**config.mk**
```make
export PLATFORM = sky130hd
export DESIGN_NAME = demux_stream_n
export DESIGN_NICKNAME = d
export VERILOG_FILES = /design/src/rtl/demux_stream_n.sv
export SDC_FILE = /design/constraint.sdc
export NUM_CORES = 1
export LEC_CHECK = 0
export ABC_AREA = 1
export BUFFER_PORTS_ARGS = -buffer_cell sky130_fd_sc_hd__buf_4
export CORE_ASPECT_RATIO = 1.4
export CORE_MARGIN = 4
export CORE_UTILIZATION = 49
export DETAILED_ROUTE_END_ITERATION = 7
export PLACE_DENSITY = 0.82
export SLEW_MARGIN = 15
export SYNTH_ARGS = -nofsm -noshare
export SYNTH_HDL_FRONTEND = slang
export SYNTH_SLANG_ARGS = --single-unit
```
**constraint.sdc**
```tcl
create_clock -name clk -period 1.5 [get_ports clk]
set_input_delay 0.3 -clock clk [delete_from_list [all_inputs] [get_ports clk]]
set_output_delay 0.3 -clock clk [all_outputs]
set_load 0.005 [all_outputs]
```
**src/rtl/demux_stream_n.sv**
```systemverilog
// demux_stream_n: 1-to-NUM_CH valid/ready stream demultiplexer.
// Every channel has a one-entry output register, so routing takes one cycle
// and a stalled channel never blocks beats addressed to the other channels.
// Beats whose in_sel is out of range are accepted, dropped, and flagged on sel_err.
// Optional feature macro: DEMUX_BCAST_EN adds the in_bcast port. A beat with
// in_bcast=1 loads all channels at once and waits until every channel is free.
module demux_stream_n #(
  parameter int DATA_W = 8,
  parameter int NUM_CH = 4,
  localparam int SEL_W = (NUM_CH > 1) ? $clog2(NUM_CH) : 1
) (
  input  logic                     clk,
  input  logic                     rst,
  input  logic                     in_valid,
  output logic                     in_ready,
  input  logic [DATA_W-1:0]        in_data,
  input  logic [SEL_W-1:0]         in_sel,
`ifdef DEMUX_BCAST_EN
  input  logic                     in_bcast,
`endif
  output logic [NUM_CH-1:0]        out_valid,
  input  logic [NUM_CH-1:0]        out_ready,
  output logic [NUM_CH*DATA_W-1:0] out_data,
  output logic                     sel_err
);

  // The extra top bit lets the range compare hold NUM_CH even when NUM_CH is a power of 2.
  localparam logic [SEL_W:0] LP_NUM_CH = (SEL_W+1)'(NUM_CH);

  logic [NUM_CH-1:0]        r_valid;
  logic [NUM_CH*DATA_W-1:0] r_data;
  logic                     r_sel_err;

  logic [NUM_CH-1:0] w_free;
  logic [NUM_CH-1:0] w_hit;
  logic [NUM_CH-1:0] w_load;
  logic              w_sel_oob;
  logic              w_bcast;
  logic              w_ready_uc;
  logic              w_accept;

`ifdef DEMUX_BCAST_EN
  assign w_bcast = in_bcast;
`else
  assign w_bcast = 1'b0;
`endif

  // A channel can take a new beat if it is empty or is being drained this cycle.
  assign w_free    = ~r_valid | out_ready;
  assign w_sel_oob = ({1'b0, in_sel} >= LP_NUM_CH);

  // Decode in_sel into a one-hot channel select. An out-of-range index selects nothing.
  always_comb begin
    // NOTE: give every always_comb output a default first. Then no path leaves it unassigned, and no latch is inferred.
    w_hit = '0;
    for (int k = 0; k < NUM_CH; k++) begin
      w_hit[k] = ({1'b0, in_sel} == (SEL_W+1)'(k));
    end
  end

  // in_ready depends only on the selected channel or channels, never on in_valid.
  assign w_ready_uc = w_sel_oob | (|(w_hit & w_free));
  assign in_ready   = w_bcast ? (&w_free) : w_ready_uc;
  assign w_accept   = in_valid & in_ready;
  assign w_load     = !w_accept ? '0 : (w_bcast ? '1 : w_hit);

  // Per-channel holding registers. A load takes priority over a drain, so there is no bubble.
  always_ff @(posedge clk or posedge rst) begin
    if (rst) begin
      r_valid   <= '0;
      r_data    <= '0;
      r_sel_err <= 1'b0;
    end else begin
      for (int k = 0; k < NUM_CH; k++) begin
        // NOTE: sequential state uses non-blocking assignments. Every register then samples values from before the edge, whatever the statement order.
        if (w_load[k]) begin
          r_valid[k]                  <= 1'b1;
          r_data[k*DATA_W +: DATA_W]  <= in_data;
        end else if (out_ready[k]) begin
          r_valid[k] <= 1'b0;
        end
      end
      r_sel_err <= w_accept & ~w_bcast & w_sel_oob;
    end
  end

  assign out_valid = r_valid;
  assign out_data  = r_data;
  assign sel_err   = r_sel_err;

endmodule
```
# == Word-level counts from Yosys, hierarchy flattened ==
# Index checks and enable logic that the tools add are counted.
# classes
div,0
n_addsub,0
bitwise_logic,4
n_shift,0
eq_ne,3
reduce_logical,6
magnitude_cmp,0
muxes,9
multipliers,0
# op_table
operator,n
1-bit 2-to-1 mux,8
2-bit nonzero test,4
4-bit AND,1
"2-bit equality test, second input constant",2
4-bit 2-to-1 mux,1
4-bit NOT,1
4-bit OR,1
4-bit OR reduction,1
"2-bit by 1-bit equality test with 1-bit output, second input constant",1
2-bit logical NOT,1
1-bit AND,1
# word_totals
regBits,36
n_memories,0
latch_bits,0
romBits,0
ramBits,0

# == Depth between registers and ports, before layout ==
# Gate-level depths: netlist (run 1).
# depth
ltp_word,7
mapped_depth,9
ltp_nobuf,9

# == Worst setup path after synthesis (run 1) ==
# No wires, ideal clock.
# synth_path
path_kind,input -> output
from,input in_sel[1]
to,output in_ready
slack_ps,183
path_stages,6
arrival_time_ps,1017
path_buffers,1
path_cell_list,nor2_2 > nand2_1 > nand2_1 > inv_2 > nand2_4 > buf_6
# synth_between
elab_chain_len,3
word_cells_on_any_way,6
classes_between,3 x eq/ne; 1 x bitwise; 2 x reduce/logical
# synth_lines
item,line,text
from (decl),17,"input logic [SEL_W-1:0] in_sel,"
"2-bit by 1-bit equality test with 1-bit output, or another cell as far along",57,"w_hit[k] = ({1'b0, in_sel} == (SEL_W+1)'(k));"
4-bit AND *,62,assign w_ready_uc = w_sel_oob | (|(w_hit & w_free));
4-bit OR reduction *,62,
to (decl),15,"output logic in_ready,"
# Mark *: on every way between the ends. The rest lies on a longest branch, timed or not.

# == Final worst setup path (run 1) ==
# layout_path
from,register r_valid[0] (netlist: out_valid[0])
to,output in_ready
# layout_between
elab_chain_len,4
# layout_lines
item,line,text
from (decl),30,logic [NUM_CH-1:0] r_valid;
from (signal assigned),70,r_valid <= '0;
"from (signal, indexed assignment)",77,r_valid[k] <= 1'b1;
"from (signal, indexed assignment)",80,r_valid[k] <= 1'b0;
4-bit NOT,49,assign w_free = ~r_valid | out_ready;
4-bit OR,49,
4-bit AND,62,
4-bit OR reduction,62,
# Every way passes these cells.

==> results of run 1 <==
## layout make-up
cell class / instances / area [sq um]
Timing Repair Buffer: 66 / 495.5
Inverter: 10 / 37.54
Multi-Input combinational cell: 120 / 588.1
Clock buffer: 7 / 96.34
Sequential cell: 36 / 900.9
Tap cell: 39 / 48.80
Fill cell: 258 / 925.9
## cell usage after synthesis
cell	number
buf_4	1
buf_6	3
clkbuf_1	4
clkinv_1	1
conb_1	1
dfrtp_1	36
inv_1	7
inv_2	2
nand2_1	79
nand2_4	1
nand3_2	4
nand4_1	32
nor2_2	1
nor2_4	2
## stage by stage
stage	power (uW)	cell area [sq um]
2_1_floorplan	1550	1575
3_3_place_gp	1949	2026
3_5_place_dp	1971	2026
4_1_cts	2708	2145
5_1_grt	2854	2167
6_report	2689	2167
## power groups by stage
stage	clock network, uW	registers (uW)	logic [uW]
2_1_floorplan	0	1290	258
3_3_place_gp	0	1280	665
3_5_place_dp	0	1290	685
4_1_cts	735	1270	702
5_1_grt	780	1290	780
6_report	717	1270	699
## registers in the layout (all words and copies together), names as in the netlist
name	count
out_data	32
out_valid	4
## cells by family after synthesis
family / after synthesis
buf+inv: 18
flops: 36
other cells: 1
simple gates: 119
## what timing repair did
action	in CTS	in global routing
pin swaps	1	1
setup endpoints to repair	1	1
gates resized for setup	0	4
buffers inserted	3	2
## worst reg2reg max path, stage by stage, from the launching register on
cell and delay, ns:
dfrtp_1 0.39, nand2_1 0.10, nand2_1 0.08, nand2_2 0.08, inv_2 0.04, nand2_4 0.06
buf_4 0.14, buf_4 0.19, nand4_1 0.12, nand2_1 0.10
## how the worst max path moves through the flow
| stage | cells after the start | end | slack (ns) |
|---|---|---|---|
| 5_1_grt | 6 | in_ready | -0.01 |
| 3_3_place_gp | 9 | out_data[10]$_DFFE_PP0P_ | 0.16 |
| 3_5_place_dp | 10 | out_data[1]$_DFFE_PP0P_ | 0.12 |
| 6_report | 6 | in_ready | 0.07 |
| 4_1_cts | 6 | in_ready | 0.05 |
| 2_1_floorplan | 6 | in_ready | 0.18 |
## routing by layer
layer	GRT usage, %	vias to the layer above	share of wire, %
met3	6.518	8	7.9
met4	9.235	0	2.0
met5	0	-	0
met2	35.39	68	51
li1	-	705	-
met1	24.83	682	39
==> results.py, run 1 <==
metrics = {
    "cts": {
        "cts_buffer_depth": 2,
        "numCtsBuffers": 5,
        "cts.sinks": 36,
        "clockRootBuffer": "clkbuf_8",
        "postCtsHoldBufs": 0,
        "cts_tree": "built",
        "path_clk_slew_ns": 0.06,
        "htreeDepth": 2,
        "clock_latency_ns": 0.28,
    },
    "synth": {
        "synth_compound_area_share_pct": 0,
        "synth.avg_cell_area_sq_um": 9.053,
        "syn-instance-count": 174,
        "yosysTopAreaCell": "dfrtp_1",
        "yosys-mux-area-fraction_pct": 0,
        "synth_adder_area_share_pct": 0,
        "synth-simple-area-share_pct": 36.62,
        "synth_area_leaders": "dfrtp_1, nand2_1, nand4_1, nand3_2, buf_6",
        "syn_nets": 191,
        "synth_xor_area_share_pct": 0,
        "synth_top_family_by_area": "simple AND/OR/NAND/NOR gates",
        "ys_seq_area_share_pct": 57.19,
        "syn_area_sq_um": 1575,
        "yosysWarningCount": 0,
        "synth_top_area_share_pct": 57.19,
        "synth.distinct_cells": 14,
        "ys_ff_latch": 36,
    },
    "power": {
        "intPower_uw": 1946,
        "p_sw_uw": 743.0,
        "peakVddDrop_mv": 0.9000,
        "p_sw_share_pct": 27.63,
        "leakage_uw": 0.001216,
        "power.density_nw_per_um2": 1241,
        "seqPwrFrac_pct": 47.3,
        "pwr-share-clk_pct": 26.7,
        "p_comb_share_pct": 26.0,
    },
    "setup_path": {
        "worstSetupStartpointType": "flop",
        "crit_required_ns": 1.20,
        "timing.rr.end": "out_data[1]$_DFFE_PP0P_",
        "critical_path_class": "reg -> out",
        "cp.arrival_ns": 1.13,
        "crit_family": "flip-flops",
        "crit_path_frequent_cell": "nand2_1",
        "endpoint_kind": "output pin",
        "path_cells": "nand2_1 > nand2_1 > nand2_2 > inv_2 > nand2_4 > buf_4",
        "cp_max_fo": 4,
        "critPathMaxStageDelay_ns": 0.39,
        "crit_buf_inv": 2,
        "reg2reg_slack_ns": 0.14,
        "startpoint": "out_valid[0]$_DFFE_PP0P_",
        "r2r_start": "out_valid[0]$_DFFE_PP0P_",
        "crit_slowest_cell": "dfrtp_1",
        "reg2reg_depth": 9,
    },
    "finish": {
        "area_growth_pct": 37.57,
        "fin_util_pct": 70.06,
        "drive_gt1_share_pct": 36.40,
        "num_antenna_cells": 0,
        "mostFrequentLayoutCell": "nand2_1",
        "nNetsFinal": 256,
        "stdcell_count": 278,
        "final_cell_mix": "nand2_1, buf_4, dfrtp_1, nand4_1, clkbuf_8",
    },
    "floorplanning": {
        "io_pins": 55,
        "core-area_sq_um": 3093,
        "start_util_pct": 50.93,
        "die_y_um": 75.09,
        "rows": 24,
        "die-area_sq_um": 4199,
        "fp.dieW_um": 55.92,
    },
    "timing": {
        "layout_min_cycle_time_ns": 1.434,
        "setup_viol": 0,
        "slew_violations": 0,
        "period_share_pct": 95.62,
        "tns_ns": 0,
        "whs_ns": 0.1185,
        "skew_ns": 0.004070,
        "hold_violations": 0,
        "fmax_mhz": 697.2,
        "fin_ws_ns": 0.06568,
    },
    "detailed_routing": {
        "ant_nets": 0,
        "drc_errors": 0,
        "vias_per_cell": 5.263,
        "vias": 1463,
        "drtIter0Drc": 61,
        "routedWlPerCell_um": 14.53,
        "wl_um": 4039,
        "dr.pass1.iters": 4,
    },
    "global_route": {
        "grt_start_max_net_pins": 37,
        "first_global_vias": 1438,
        "grt-ovfl-total": 0,
        "antenna_found_initial": 0,
        "grtUsageTotal_pct": 20.89,
        "grt_first_pass_wirelength_um": 6741,
    },
    "run": {
        "maxCapViolations": 0,
    },
    "placement": {
        "place_ws_ns": 0.1189,
        "dp.cells": 266,
        "numPortBuffers": 53,
        "gp_congestion": 0.7223,
        "hpwl_um": 2853,
    },
    "run_status": {
        "outcome": "completed",
    },
    "min_path": {
        "hold_class": "in -> async",
    },
}
(Power assumes the default switching activity.)
==> run 2, diff against run 1 <==
--- a/config.mk
+++ b/config.mk
@@ -7,7 +7,6 @@
 export LEC_CHECK = 0
 export ABC_AREA = 1
 export BUFFER_PORTS_ARGS = -buffer_cell sky130_fd_sc_hd__buf_4
-export CORE_ASPECT_RATIO = 1.4
 export CORE_MARGIN = 4
 export CORE_UTILIZATION = 49
 export DETAILED_ROUTE_END_ITERATION = 7
==> run 2 against run 1 <==
Combinational power down 1%. Fmax down 0.87%. Die area down 0.30%. Clock-buffer cell count unchanged. Register-to-register slack about the same. Critical path depth unchanged. Via count down 1.2%. Core utilization up 0.058 points. Wire length down 0.54%.
==> results.py, run 2 (synthesized netlist as in run 1, its figures left out) <==
metrics = {
    "detailed_routing": {
        "drtIter0Drc": 51,
        "routedWlPerCell_um": 14.24,
        "wl_um": 4017,
        "ant_nets": 0,
        "vias": 1446,
        "vias_per_cell": 5.128,
        "drc_errors": 0,
        "dr.pass1.iters": 4,
    },
    "setup_path": {
        "r2r_start": "out_valid[1]$_DFFE_PP0P_",
        "worstSetupStartpointType": "flop",
        "crit_slowest_cell": "dfrtp_1",
        "critical_path_class": "reg -> out",
        "cp.arrival_ns": 1.15,
        "reg2reg_slack_ns": 0.15,
        "endpoint_kind": "output pin",
        "crit_path_frequent_cell": "nand2_1",
        "crit_required_ns": 1.20,
        "startpoint": "out_valid[1]$_DFFE_PP0P_",
        "path_cells": "nand2_2 > nand2_1 > nand2_1 > inv_2 > nand2_4 > buf_6",
        "crit_buf_inv": 2,
        "timing.rr.end": "out_data[28]$_DFFE_PP0P_",
        "cp_max_fo": 2,
        "crit_family": "flip-flops",
        "critPathMaxStageDelay_ns": 0.40,
        "reg2reg_depth": 9,
    },
    "finish": {
        "area_growth_pct": 35.90,
        "drive_gt1_share_pct": 36.55,
        "nNetsFinal": 255,
        "mostFrequentLayoutCell": "nand2_1",
        "num_antenna_cells": 0,
        "final_cell_mix": "nand2_1, buf_4, dfrtp_1, nand4_1, inv_1",
        "fin_util_pct": 70.12,
        "fillCellCount": 251,
        "stdcell_count": 282,
        "largest_reg_flops": 32,
    },
    "cts": {
        "cts.sinks": 36,
        "htreeDepth": 2,
        "path_clk_slew_ns": 0.10,
        "numCtsBuffers": 5,
        "clock_latency_ns": 0.35,
        "cts_buffer_depth": 2,
        "postCtsHoldBufs": 0,
        "clockRootBuffer": "clkbuf_4",
        "cts_tree": "built",
    },
    "floorplanning": {
        "io_pins": 55,
        "die-area_sq_um": 4186,
        "core-area_sq_um": 3053,
        "die_y_um": 64.70,
        "fp.dieW_um": 64.70,
        "rows": 20,
        "start_util_pct": 51.60,
    },
    "run_status": {
        "outcome": "completed",
    },
    "timing": {
        "period_share_pct": 96.46,
        "skew_ns": 0.006925,
        "layout_min_cycle_time_ns": 1.447,
        "slew_violations": 0,
        "tns_ns": 0,
        "hold_violations": 0,
        "fmax_mhz": 691.1,
        "grt_setup_unrepaired": "true",
        "setup_viol": 0,
    },
    "global_route": {
        "grtUsageTotal_pct": 20.95,
        "grt_first_pass_wirelength_um": 6555,
        "first_global_vias": 1386,
        "antenna_found_initial": 0,
        "grt_start_max_net_pins": 37,
        "grt-ovfl-total": 0,
    },
    "power": {
        "leakage_uw": 0.001199,
        "power.density_nw_per_um2": 1182,
        "peakVddDrop_mv": 0.5915,
        "power_uw": 2531,
    },
    "run": {
        "maxCapViolations": 0,
    },
    "placement": {
        "numPortBuffers": 53,
        "gp_congestion": 0.8268,
        "dp.cells": 272,
        "hpwl_um": 2874,
    },
    "min_path": {
        "hold_class": "in -> async",
    },
}
-- run 2: layout make-up --
| class | instances | area, sq um | share of cell area [%] |
|---|---|---|---|
| repair buffers | 65 | 491.7 | 22.97 |
| multi-input cells | 120 | 590.6 | 27.59 |
| clock buffers | 7 | 65.06 | 3.039 |
| well taps | 44 | 55.05 | 2.572 |
| inverters | 10 | 37.54 | 1.753 |
| flip-flops and latches | 36 | 900.9 | 42.08 |
-- run 2: layer usage --
layer / global-route usage (%) / wire, um / vias up
li1: - / - / 707
met1: 25.54 / 1655 / 679
met2: 34.74 / 2045 / 49
met3: 4.679 / 200 / 11
met4: 10.55 / 116 / 0
met5: 0 / 0 / -
-- run 2: what timing repair did --
item                       in CTS  in global routing
setup buffers                   1                  2
pin swaps                       1                  9
setup endpoints to repair       1                 15
gates resized for setup         0                  6
-- run 2: per-stage QoR --
stage | setup WS, ns | cell area (sq um) | hold WS [ns]
3_3_place_gp | 0.1354 | 2039 | 0.4288
5_1_grt | -0.03235 | 2141 | 0.07283
4_1_cts | 0.005060 | 2112 | 0.07181
3_5_place_dp | 0.1424 | 2039 | 0.4453
2_1_floorplan | 0.1831 | 1575 | 0.4486
6_report | 0.05306 | 2141 | 0.04926
-- run 2: worst max-delay path by stage --
stage                           to  slack, ns  cells after the start
after floorplan           in_ready       0.18                      6
after CTS                 in_ready      0.005                      6
after detailed placement  in_ready       0.14                      8
final                     in_ready       0.05                      6
after global routing      in_ready      -0.03                      6
after global placement    in_ready       0.14                      8
-- run 2: tightest hold or removal path: stages --
cell,delay (ns)
buf_4,0.11
inv_1,0.05
buf_4,0.38
-- run 2: where the power goes --
group	total, uW	internal, uW	switching, uW
combinational	690	372	318
sequential	1270	1160	109
clock	573	265	307
total	2530	1800	734
